<file path="src/rtl/fb_scanout.sv">
// fb_scanout: streams the 1bpp framebuffer as a valid/ready pixel stream, MSB first, with one-byte prefetch
module fb_scanout #(
  parameter logic [11:0] FB_OFFSET = 12'h100,
  parameter int FB_WIDTH = 64,
  parameter int FB_HEIGHT = 32
) (
  input  logic        clk,
  input  logic        rst,
  input  logic        frame_start,
  output logic        busy,
  output logic        frame_done,
  output logic        scan_mem_read,
  output logic [11:0] scan_mem_read_addr,
  input  logic [7:0]  scan_mem_read_data,
  input  logic        scan_mem_read_ack,
  output logic        pix_valid,
  input  logic        pix_ready,
  output logic        pix_data,
  output logic        pix_sof,
  output logic        pix_eol
);
  localparam int BYTES = FB_WIDTH * FB_HEIGHT / 8;
  localparam int IW = $clog2(BYTES + 1);
  localparam int XW = $clog2(FB_WIDTH);
  localparam int YW = $clog2(FB_HEIGHT + 1);
  typedef enum logic [1:0] {IDLE, FETCH, STREAM, DONE} state_t;
  state_t state, state_n;
  logic [IW-1:0] fetch_idx, fetch_idx_n;
  logic [XW-1:0] x, x_n;
  logic [YW-1:0] y, y_n;
  logic [2:0] bit_cnt, bit_cnt_n;
  logic [7:0] shift_reg, shift_n, next_byte, next_byte_n;
  logic next_valid, next_valid_n, read_n;
  logic [11:0] addr_n;
  logic ack, hs, more, last_x, stream_n;
  assign ack = scan_mem_read & scan_mem_read_ack;
  assign hs = pix_valid & pix_ready;
  assign more = fetch_idx < IW'(BYTES);
  assign last_x = x == XW'(FB_WIDTH - 1);
  assign stream_n = state_n == STREAM;
  always_comb begin
    state_n = state;
    fetch_idx_n = fetch_idx;
    x_n = x;
    y_n = y;
    bit_cnt_n = bit_cnt;
    shift_n = shift_reg;
    next_byte_n = next_byte;
    next_valid_n = next_valid;
    read_n = scan_mem_read;
    addr_n = scan_mem_read_addr;
    case (state)
      IDLE: if (frame_start) begin
        state_n = FETCH;
        fetch_idx_n = '0;
        x_n = '0;
        y_n = '0;
        bit_cnt_n = '0;
        next_valid_n = 1'b0;
        read_n = 1'b1;
        addr_n = FB_OFFSET;
      end
      FETCH: if (ack) begin
        shift_n = scan_mem_read_data;
        bit_cnt_n = '0;
        fetch_idx_n = fetch_idx + 1'b1;
        read_n = 1'b0;
        state_n = STREAM;
      end else if (!scan_mem_read) begin
        read_n = 1'b1;
        addr_n = FB_OFFSET + 12'(fetch_idx);
      end
      STREAM: begin
        if (ack) begin
          read_n = 1'b0;
          fetch_idx_n = fetch_idx + 1'b1;
          next_byte_n = scan_mem_read_data;
          next_valid_n = 1'b1;
        end else if (!next_valid && !scan_mem_read && more) begin
          read_n = 1'b1;
          addr_n = FB_OFFSET + 12'(fetch_idx);
        end
        if (hs) begin
          shift_n = {shift_reg[6:0], 1'b0};
          bit_cnt_n = bit_cnt + 3'd1;
          x_n = last_x ? '0 : x + 1'b1;
          y_n = last_x ? y + 1'b1 : y;
          // Byte boundary: a read landing on this very edge bypasses next_byte
          if (bit_cnt == 3'd7) begin
            if (next_valid) begin
              shift_n = next_byte;
              next_valid_n = 1'b0;
            end else if (ack) begin
              shift_n = scan_mem_read_data;
              next_valid_n = 1'b0;
            end else begin
              state_n = more ? FETCH : DONE;
            end
          end
        end
      end
      DONE: state_n = IDLE;
      default: state_n = IDLE;
    endcase
  end
  always_ff @(posedge clk or posedge rst) begin
    if (rst) begin
      state <= IDLE;
      fetch_idx <= '0;
      x <= '0;
      y <= '0;
      bit_cnt <= '0;
      shift_reg <= '0;
      next_byte <= '0;
      next_valid <= 1'b0;
      scan_mem_read <= 1'b0;
      scan_mem_read_addr <= '0;
      busy <= 1'b0;
      frame_done <= 1'b0;
      pix_valid <= 1'b0;
      pix_data <= 1'b0;
      pix_sof <= 1'b0;
      pix_eol <= 1'b0;
    end else begin
      state <= state_n;
      fetch_idx <= fetch_idx_n;
      x <= x_n;
      y <= y_n;
      bit_cnt <= bit_cnt_n;
      shift_reg <= shift_n;
      next_byte <= next_byte_n;
      next_valid <= next_valid_n;
      scan_mem_read <= read_n;
      scan_mem_read_addr <= addr_n;
      busy <= state_n != IDLE;
      frame_done <= state_n == DONE;
      pix_valid <= stream_n;
      pix_data <= stream_n & shift_n[7];
      pix_sof <= stream_n && x_n == '0 && y_n == '0;
      pix_eol <= stream_n && x_n == XW'(FB_WIDTH - 1);
    end
  end
endmodule

</file>
<file path="config.mk">
export PLATFORM = sky130hd
export DESIGN_NAME = fb_scanout
export DESIGN_NICKNAME = d
export VERILOG_FILES = /design/src/rtl/fb_scanout.sv
export SDC_FILE = /design/constraint.sdc
export NUM_CORES = 1
export LEC_CHECK = 0
export BUFFER_PORTS_ARGS = -buffer_cell sky130_fd_sc_hd__buf_4
export CORE_UTILIZATION = 39
export DETAILED_ROUTE_END_ITERATION = 10
export SLEW_MARGIN = 20
export SYNTH_ARGS = -nofsm -noshare
export SYNTH_HDL_FRONTEND = slang
export SYNTH_SLANG_ARGS = --single-unit
</file>
<file path="constraint.sdc">
create_clock -name clk -period 3.1 [get_ports clk]
set_clock_uncertainty 0.05 [all_clocks]
set_input_delay 0.31 -clock clk [delete_from_list [all_inputs] [get_ports clk]]
set_output_delay 0.31 -clock clk [all_outputs]
set_load 0.01 [all_outputs]
</file>
# Word level (Yosys, flattened, before mapping)
# Index checks and enable logic that the tools add are counted.
# W data, S select, Z words.
# op_classes
addsub,5
order_cmp,1
n_eq_ne,17
n_mux,47
bitwise_logic,3
n_reduce_logical,23
# ops
operator,count
$mux W12,5
$mux W8,5
$mux W6,6
$pmux W12 S3,1
$pmux W6 S2,2
$mux W9,2
$pmux W9 S2,1
$pmux W8 S2,1
$mux W2,7
$ne A2 B2 Y1 const B,7
$add A6 B1 Y6 const B,2
$eq A6 B6 Y1 const B,2
$logic_not A6 Y1,2
$add A9 B9 Y10 const A,1
$mux W1,10
$add A9 B1 Y9 const B,1
$lt A9 B9 Y1 const B,1
$mux W3,3
$pmux W3 S3,1
$reduce_and A3 Y1,3
$eq A2 B2 Y1 const B,4
$pmux W2 S4,1
$reduce_bool A2 Y1,4
$reduce_and A6 Y1,1
other kinds (15),23
# totals
register_bits,62
inputBits,13
out_inout_bits,19
word_cells,113

# Longest topological paths before layout
# Gate-level depths: netlist (run 1).
# depth
depth_word,10
depth_mapped,10
depth_no_buf,7

# Worst setup path after synthesis (run 1)
# No wires, ideal clock.
# synth_path
path_type,reg2reg
from,reg state[0]
to,reg pix_sof
setup_time_ns,0.096
arrival_time_ns,2.120
t_required_ns,2.954
path_slack_ns,0.834
path_stages_with_launch,9
path_buffers,1
synth_period_minus_slack_ns,2.266
path_cell_list,dfrtp_1 > inv_1 > ha_1 > buf_6 > mux2i_2 > nor4_4 > o21ai_2 > or4_1 > nor4_2
# synth_via
elab_cells_between_ends,18
cone_classes,eq/ne (4); mux (9); reduce/logical (5)
# synth_lines
element,line,text
start: declaration,27,"state_t state, state_n;"
start signal: assignment,125,state <= state_n;
$eq A2 B2 Y1 or $logic_not A2 Y1 (tied branches),52,case (state)
$pmux W6 S2 *,52,
named net x_n[5],29,"logic [XW-1:0] x, x_n;"
$logic_not A6 Y1 *,139,pix_sof <= stream_n && x_n == '0 && y_n == '0;
$logic_and A1 B1 Y1 * (2 in a row),139,
end signal: assignment,122,pix_sof <= 1'b0;
end signal: assignment,139,
end: declaration,19,"output logic pix_sof,"
# Mark *: on every way through the listed nets, which the timed path passes. The rest lies on a longest branch.
# A chain may end at the register's enable or synchronous reset.

# Final worst setup path (run 1)
# Ends and elaborated chain as after synthesis.

==> flow_summary_export.csv, run 1 <==
group,metric,value,unit
run_status,outcome,"completed",
drt,drt_wl_total,7470,um
setup_path,end_kind,"flip-flop",
grt,use_met1,23.6,%
pwr,pwr-share-comb,37.4,%
synthesis,synthTopCellsByArea,"dfrtp_1 45%, nand2_1 5.6%, o21ai_0 4.1%, ha_1 3.4%, mux2_2 3.4%",
pwr,intPower,1.72,mW
grt,use_met2,31.0,%
setup_path,start_kind,"flip-flop",
cts,clk_root_buffer_cell,"clkbuf_8",
place,gp_congestion,0.866,
setup_path,critPathMaxFanout,15,
pwr,switching_share,38.3,%
drt,wl_per_cell,15.1,um
pwr,p_per_area,732,nW/um^2
drt,viasPerCell,5.36,
floorplanning,initial_core_util,40.2,%
finish,stdcell_count,494,
synthesis,synthMuxAreaShare,6.86,%
cts,clock_latency,0.33,ns
floorplanning,io_pins,32,
timing,finalCriticalPeriod,2.76,ns
grt,grtUsageTotal,18.7,%
grt,antenna_found_initial,0,
timing,hold_viol,0,
finish,drive_above_1_share,16.7,%
grt,globalRoute.busiestLayer,"met2",
synthesis,synth-simple-area-share,21.4,%
synthesis,synth_area_per_cell,9.38,um^2
timing,setup_viol,0,
synthesis,syn_area,3300,um^2
drt,vias,2650,
synthesis,ys_types,57,
synthesis,synth-main-ff-cell,"dfrtp_1",
finish,antenna_cells,0,
finish,mostFrequentLayoutCells,"60 x dfrtp_1, 49 x nand2_1, 34 x buf_4",
floorplanning,die_h,94.0,um
pwr,switching_power,1.07,mW
timing,fin_setup_tns,0,ns
synthesis,synthAdderAreaFrac,3.41,%
synthesis,synth_top_cell_by_area,"dfrtp_1",
cts,cts_sinks,60,
grt,met3_usage,4.13,%
pwr,total_power,2.79,mW
min_path,hp-class,"primary input to flip-flop",
floorplanning,die_x,94.0,um
timing,post-route-period-util,89.0,%
pwr,clkPwrFrac,24.3,%
floorplanning,dieArea,8840,um^2
cts,post_cts_buffers,0,
floorplanning,core,8220,um^2
finish,regMostFlops,"scan_mem_read_addr",
timing,fmax,363,MHz
cts,hold_buffers,1,
synthesis,seq_area_frac_synth,45.5,%
cts,max-clock-path-buffers,2,
setup_path,worst_r2r_path_depth,7,
synthesis,synthCells,352,
timing,finalWorstSetupSlack,0.342,ns
synthesis,synth_edf_count,0,
finish,reg_top3,"scan_mem_read_addr x10, fetch_idx x9",
cts,cts_resized,0,
drt,dr.first_iter.drc_count,144,
synthesis,synth_compound_area_share,15.2,%
min_path,whs_path_depth,2,
grt,grt_overflow,0,
pwr,ir_drop,0.267,mV
place,dp_slack,0.326,ns
place,dp.cells,477,
cts,cts.reportedPaths.clkPinSlew,0.07,ns
run,drv_cap,0,
drt,ant_nets,0,
grt,grt_pass1_wl,12600,um
synthesis,synth_top_area_share,45.5,%
setup_path,crit_required,3.29,ns
place,hpwlAfterDp,5290,um
finish,final_common_cell,"dfrtp_1",
drt,drc,0,
timing,slew_violations,0,
drt,drt-pass1-iter-count,4,
pwr,p_leak,1.74,nW
finish,largest_register_ffs,10,
floorplanning,fp-row-count,33,
timing,tightest_slew,0.827,ns
finish,num-nets-final,406,
setup_path,arrival,2.95,ns
timing,relSlewSlack,43.8,%
synthesis,synth_top_family_by_area,"simple AND/OR/NAND/NOR gates",
timing,rsz0062_at_grt,"no",
grt,grt_start_max_net_pins,47,
synthesis,async_flop_share,100,%
cts,cts-buffers-inserted,9,
cts,cts_tree,"done",
setup_path,crit_type,"flip-flop to flip-flop",
cts,cts_max_level,3,
finish,syn2layout_area_growth,15.4,%
synthesis,synth_xor_area_share,2.92,%
place,port_buffers,29,
synthesis,ys_warn_count,0,
grt,grt_pass1_vias,2616,
synthesis,synth_seq_cells,60,
pwr,sequentialPowerShare,38.3,%
synth_stat cells, types with 6 or more instances:
| master | count |
|---|---|
| xnor2_1 | 7 |
| clkbuf_1 | 9 |
| nor4_1 | 6 |
| nand2_1 | 49 |
| nand3_1 | 12 |
| ha_1 | 9 |
| inv_1 | 21 |
| dfrtp_1 | 60 |
| o21ai_0 | 27 |
| mux2i_1 | 10 |
| and3_1 | 7 |
| a21oi_1 | 9 |
| mux2_2 | 10 |
| nor3b_1 | 6 |
| nor2_1 | 25 |
kinds of logic after synthesis:
group           after synthesis
other cells                   1
buf+inv                      36
xor+xnor                     11
fa+ha+maj                     9
flops                        60
mux                          21
compound gates               77
simple gates                137
final timing paths:
check / endpoint / startpoint / slack (ns)
max in group asynchronous: bit_cnt[1]$_DFFE_PP0P_ / rst / 1.65
worst max-delay path: pix_sof$_DFF_PP0_ / state[0]$_DFF_PP0_ / 0.34
worst min-delay path: next_byte[4]$_DFFE_PP0P_ / scan_mem_read_data[4] / 0.18
min in group asynchronous: pix_eol$_DFF_PP0_ / rst / 0.44
worst max register to register: pix_sof$_DFF_PP0_ / state[0]$_DFF_PP0_ / 0.34
worst min register to register: shift_reg[6]$_DFFE_PP0P_ / shift_reg[6]$_DFFE_PP0P_ / 0.44
routing by layer:
| layer | part of all wire (%) | routed length (um) |
|---|---|---|
| met1 | 48 | 3600 |
| met2 | 47 | 3480 |
| met5 | 0 | 0 |
| met4 | 1.7 | 129 |
| met3 | 3.4 | 253 |
stage by stage:
step	hold slack, ns	instance area, um^2	utilization [%]
after detailed placement	0.246	3620	44.0
final	0.179	3810	46.4
after global placement	0.244	3620	44.0
after floorplan	0.401	3310	-
after global routing	0.167	3810	46.4
after CTS	0.160	3810	46.4
final cells by class:
cell class / count / area [um^2]
Timing Repair Buffer: 35 / 265
Clock inverter: 5 / 52.6
Clock buffer: 11 / 131
Inverter: 21 / 78.8
Sequential cell: 60 / 1500
Fill cell: 811 / 4410
Multi-Input combinational cell: 257 / 1650
Tap cell: 105 / 131
power by group through the flow:
stage          sequential (mW)  combinational (mW)  clock (mW)
6_report                  1.07                1.04       0.676
5_1_grt                   1.09                1.17       0.736
4_1_cts                   1.07                1.05       0.697
3_5_place_dp              1.08                1.05           0
3_3_place_gp              1.07                1.04           0
2_1_floorplan             1.06               0.775           0
critical path, cell delays in order, from the launching register on:
cell	delay, ns
dfrtp_1	0.45
inv_1	0.12
ha_1	0.44
mux2i_2	0.35
nor4_4	0.36
o21ai_2	0.10
or4_1	0.53
nor4_2	0.26
Note: power is estimated with default switching activity, not from simulation.
==> run 2: changes to the inputs <==
==> constraint.sdc (replaced) <==
create_clock -name clk -period 3.1 [get_ports clk]
set_clock_uncertainty 0.05 [all_clocks]
set_input_delay 0 -clock clk [delete_from_list [all_inputs] [get_ports clk]]
set_output_delay 0 -clock clk [all_outputs]
set_load 0.01 [all_outputs]
==> run 2 against run 1 <==
Net effect: largest power group unchanged; combinational power about the same; critical endpoint unchanged; first-iteration DRC count down 2.1%; count of clock-buffer cells in the layout unchanged; via count up 3.0%; routed wire length up 1.3%; final cell count up 1.8%; register-to-register slack better by 0.09 ns; cell area up 2.4%; power down 0.87%; flip-flop and latch count unchanged; sequential share of layout area down 0.91 points; highest routed layer unchanged; setup slack better by 0.092 ns.
==> flow_summary_export.csv, run 2 (synthesized netlist as in run 1, its figures left out) <==
group,metric,value,unit
run_status,outcome,"completed",
drt,viasPerCell,5.43,
timing,finalCriticalPeriod,2.67,ns
timing,finalHoldWorstSlack,0.160,ns
place,gp_congestion,0.879,
min_path,hp-class,"primary input to flip-flop",
setup_path,critPathMaxFanout,15,
setup_path,regToRegStartpoint,"state[0]$_DFF_PP0_",
timing,fin_setup_tns,0,ns
setup_path,crit_type,"flip-flop to flip-flop",
timing,post-route-period-util,86.0,%
finish,register_area,1500,um^2
setup_path,endpoint,"pix_sof$_DFF_PP0_",
drt,drt-pass1-iter-count,4,
floorplanning,initial_core_util,40.2,%
floorplanning,fp-row-count,33,
pwr,p_per_area,709,nW/um^2
pwr,p_leak,1.78,nW
floorplanning,core,8220,um^2
setup_path,end_kind,"flip-flop",
timing,slew_violations,0,
drt,dr.first_iter.drc_count,141,
finish,reg_top3,"scan_mem_read_addr x10, fetch_idx x9",
grt,grt_start_max_net_pins,30,
finish,mostFrequentLayoutCells,"60 x dfrtp_1, 49 x nand2_1, 35 x buf_4",
floorplanning,die_x,94.0,um
timing,relSlewSlack,42.7,%
drt,drc,0,
place,port_buffers,29,
finish,fin_area,3900,um^2
drt,vias,2730,
cts,cts_sinks,60,
cts,max-clock-path-buffers,2,
timing,hold_viol,0,
finish,syn2layout_area_growth,18.2,%
drt,wl_per_cell,15.0,um
grt,antenna_found_initial,0,
setup_path,crit_start,"state[0]$_DFF_PP0_",
grt,grt_pass1_wl,12900,um
floorplanning,io_pins,32,
cts,cts.reportedPaths.clkPinSlew,0.07,ns
timing,setup_viol,0,
cts,cts_tree,"done",
finish,multiInputGateArea,1650,um^2
place,hpwlAfterDp,5270,um
floorplanning,die_h,94.0,um
cts,cts_max_level,3,
run,drv_cap,0,
setup_path,crit_required,3.29,ns
cts,cts-buffers-inserted,9,
cts,clk_root_buffer_cell,"clkbuf_8",
setup_path,arrival,2.86,ns
setup_path,r2r-end,"pix_sof$_DFF_PP0_",
cts,post_cts_buffers,0,
drt,ant_nets,0,
finish,num-fill-cells,791,
finish,largest_register_ffs,10,
finish,antenna_cells,0,
timing,fmax,375,MHz
grt,grt_pass1_vias,2656,
grt,grt_overflow,0,
finish,final_common_cell,"dfrtp_1",
grt,grtUsageTotal,18.8,%
drt,drt_wl_total,7570,um
setup_path,r2r_slack,0.43,ns
finish,regMostFlops,"scan_mem_read_addr",
pwr,ir_drop,0.305,mV
timing,tightest_slew,0.842,ns
setup_path,worst_r2r_path_depth,7,
floorplanning,dieArea,8840,um^2
place,dpl_cell_area,3620,um^2
finish,drive_above_1_share,16.8,%
timing,rsz0062_at_grt,"no",
cts,clock_latency,0.33,ns
finish,num-nets-final,416,
setup_path,start_kind,"flip-flop",
## run 2: through the flow
step,power (mW),utilization (%),worst slack [ns],cells
2_1_floorplan,1.83,-,0.834,353
3_3_place_gp,2.11,44.1,0.552,478
3_5_place_dp,2.13,44.1,0.426,478
4_1_cts,2.78,47.5,0.439,503
5_1_grt,2.95,47.5,0.283,503
6_report,2.76,47.5,0.434,503
## run 2: power breakdown
part | total [mW] | leakage [nW] | switching (mW) | internal, mW
logic | 1.05 | 0.882 | 0.630 | 0.424
clock network | 0.639 | 0.0872 | 0.313 | 0.326
registers | 1.07 | 0.807 | 0.133 | 0.938
total | 2.76 | 1.78 | 1.08 | 1.69
## run 2: layout make-up
cell class / count / area share (%)
Clock buffer: 11 / 3.88
Clock inverter: 4 / 0.641
Sequential cell: 60 / 38.5
Tap cell: 105 / 3.37
Inverter: 21 / 2.02
Timing Repair Buffer: 45 / 9.30
Multi-Input combinational cell: 257 / 42.3
## run 2: how the worst min path moves through the flow
stage | startpoint | endpoint | cells after the start
2_1_floorplan | scan_mem_read_data[0] | next_byte[0]$_DFFE_PP0P_ | 1
3_3_place_gp | rst | scan_mem_read_addr[3]$_DFFE_PP0P_ | 2
3_5_place_dp | rst | scan_mem_read_addr[3]$_DFFE_PP0P_ | 2
4_1_cts | pix_ready | next_valid$_DFFE_PP0P_ | 4
5_1_grt | pix_ready | next_valid$_DFFE_PP0P_ | 4
6_report | pix_ready | next_valid$_DFFE_PP0P_ | 4
## run 2: critical path: stages (launching register included)
cell and delay [ns]:
dfrtp_1 0.43, inv_1 0.10, ha_1 0.40, mux2i_2 0.34, nor4_4 0.37, o21ai_2 0.11
or4_1 0.54, nor4_2 0.24
## run 2: layer usage
layer  wire length, um  track usage (%)
met1              3540             25.6
met2              3490             29.3
met3               327             3.16
met4               201             7.95
met5                 0                0
## run 2: what timing repair did
| item | 4_1_cts | 5_1_grt |
|---|---|---|
| hold endpoints to repair | 43 | 0 |
| hold buffers | 10 | 0 |
| resized for setup | 0 | 0 |
==> run 3: changes to the inputs <==
Settings changed: RECOVER_POWER from default to 100.
==> run 3 against run 2 <==
Net effect: maximum frequency shrank 2.5%; sequential power is essentially flat; via count shrank 0.77%; critical path type unchanged; largest cell class unchanged; highest routed layer unchanged.
==> flow_summary_export.csv, run 3 (synthesized netlist as in run 1, its figures left out) <==
group,metric,value,unit
timing,rsz0062_at_grt,"no",
floorplanning,die_h,94.0,um
finish,reg_top3,"scan_mem_read_addr x10, fetch_idx x9",
finish,syn2layout_area_growth,15.9,%
finish,num-fill-cells,817,
cts,clock_latency,0.33,ns
setup_path,critPathMaxFanout,15,
finish,fin_area,3830,um^2
floorplanning,die_x,94.0,um
timing,relSlewSlack,27.6,%
setup_path,crit_type,"flip-flop to flip-flop",
timing,slew_violations,0,
finish,antenna_cells,0,
finish,drive_above_1_share,11.3,%
min_path,hp-class,"primary input to flip-flop",
floorplanning,io_pins,32,
cts,clk_root_buffer_cell,"clkbuf_8",
finish,multiInputGateArea,1650,um^2
finish,final_common_cell,"dfrtp_1",
finish,largest_register_ffs,10,
grt,grtUsageTotal,18.8,%
setup_path,start_kind,"flip-flop",
finish,mostFrequentLayoutCells,"60 x dfrtp_1, 49 x nand2_1, 28 x o21ai_0",
floorplanning,initial_core_util,40.2,%
grt,grt_pass1_wl,12900,um
place,dpl_cell_area,3620,um^2
cts,cts.reportedPaths.clkPinSlew,0.07,ns
drt,viasPerCell,5.39,
timing,tightest_slew,1.08,ns
cts,cts-buffers-inserted,9,
grt,grt_pass1_vias,2656,
pwr,ir_drop,0.305,mV
floorplanning,dieArea,8840,um^2
place,hpwlAfterDp,5270,um
pwr,p_per_area,715,nW/um^2
timing,fin_setup_tns,0,ns
cts,max-clock-path-buffers,2,
setup_path,crit_required,3.29,ns
cts,cts_sinks,60,
grt,grt_start_max_net_pins,30,
timing,post-route-period-util,88.2,%
timing,setup_viol,0,
setup_path,arrival,2.93,ns
cts,post_cts_buffers,0,
timing,hold_viol,0,
grt,antenna_found_initial,0,
drt,dr.first_iter.drc_count,172,
floorplanning,core,8220,um^2
cts,cts_max_level,3,
timing,fmax,366,MHz
finish,regMostFlops,"scan_mem_read_addr",
finish,num-nets-final,416,
drt,ant_nets,0,
drt,vias,2709,
floorplanning,fp-row-count,33,
timing,finalCriticalPeriod,2.73,ns
pwr,p_leak,1.70,nW
finish,register_area,1500,um^2
grt,grt_overflow,0,
drt,drt-pass1-iter-count,4,
drt,drt_wl_total,7560,um
run,drv_cap,0,
drt,wl_per_cell,15.0,um
drt,drc,0,
place,gp_congestion,0.879,
setup_path,end_kind,"flip-flop",
run_status,outcome,"completed",
place,port_buffers,29,
cts,cts_tree,"done",
==> run 3: worst paths after layout <==
check                                          from                                 to  slack, ns  cells past startpoint
max                              state[0]$_DFF_PP0_                  pix_sof$_DFF_PP0_       0.37                      7
max reg2reg                      state[0]$_DFF_PP0_                  pix_sof$_DFF_PP0_       0.37                      7
min in group asynchronous                       rst  scan_mem_read_addr[9]$_DFFE_PP0P_       0.45                      3
max in group asynchronous                       rst           next_byte[0]$_DFFE_PP0P_       1.05                      4
min reg2reg                shift_reg[0]$_DFFE_PP0P_           shift_reg[0]$_DFFE_PP0P_       0.44                      2
min                                       pix_ready             next_valid$_DFFE_PP0P_       0.16                      4
==> run 3: where the power goes <==
| part | total [mW] | switching (mW) | internal [mW] |
|---|---|---|---|
| Sequential | 1.07 | 0.132 | 0.938 |
| Clock | 0.639 | 0.313 | 0.326 |
| Combinational | 1.03 | 0.632 | 0.393 |
| Total | 2.74 | 1.08 | 1.66 |
==> run 3: worst max-delay path, cell delays in order (launching register included) <==
cell and delay, ns:
dfrtp_1 0.43, inv_1 0.10, ha_1 0.40, mux2i_2 0.34, nor4_4 0.34, o21ai_0 0.18
or4_1 0.56, nor4_2 0.24
==> run 3: stage by stage <==
step	hold WS [ns]	power, mW	util (%)	worst slack, ns	instances
after floorplan	0.101	1.83	-	0.834	353
after global placement	0.0659	2.11	44.1	0.552	478
after detailed placement	0.0791	2.13	44.1	0.426	478
after CTS	0.132	2.78	47.5	0.439	503
after global routing	0.189	2.92	46.6	0.196	503
final	0.165	2.74	46.6	0.366	503
==> run 3: cell type report <==
cell class / instances / share of cell area, %
Tap cell: 105 / 3.43
Clock inverter: 4 / 0.654
Sequential cell: 60 / 39.2
Timing Repair Buffer: 45 / 7.62
Clock buffer: 11 / 3.96
Inverter: 21 / 2.06
Multi-Input combinational cell: 257 / 43.0
==> run 3: layer usage <==
| metal | up-vias | GRT usage (%) | wire, um |
|---|---|---|---|
| li1 | 1333 | - | - |
| met1 | 1296 | 25.6 | 3540 |
| met2 | 67 | 29.3 | 3500 |
| met3 | 13 | 3.16 | 345 |
| met4 | 0 | 7.95 | 169 |
| met5 | - | 0 | 0 |
==> run 3: repair_timing <==
action,CTS,global route
resized for setup,0,0
hold endpoints to repair,43,0
hold buffers,10,0
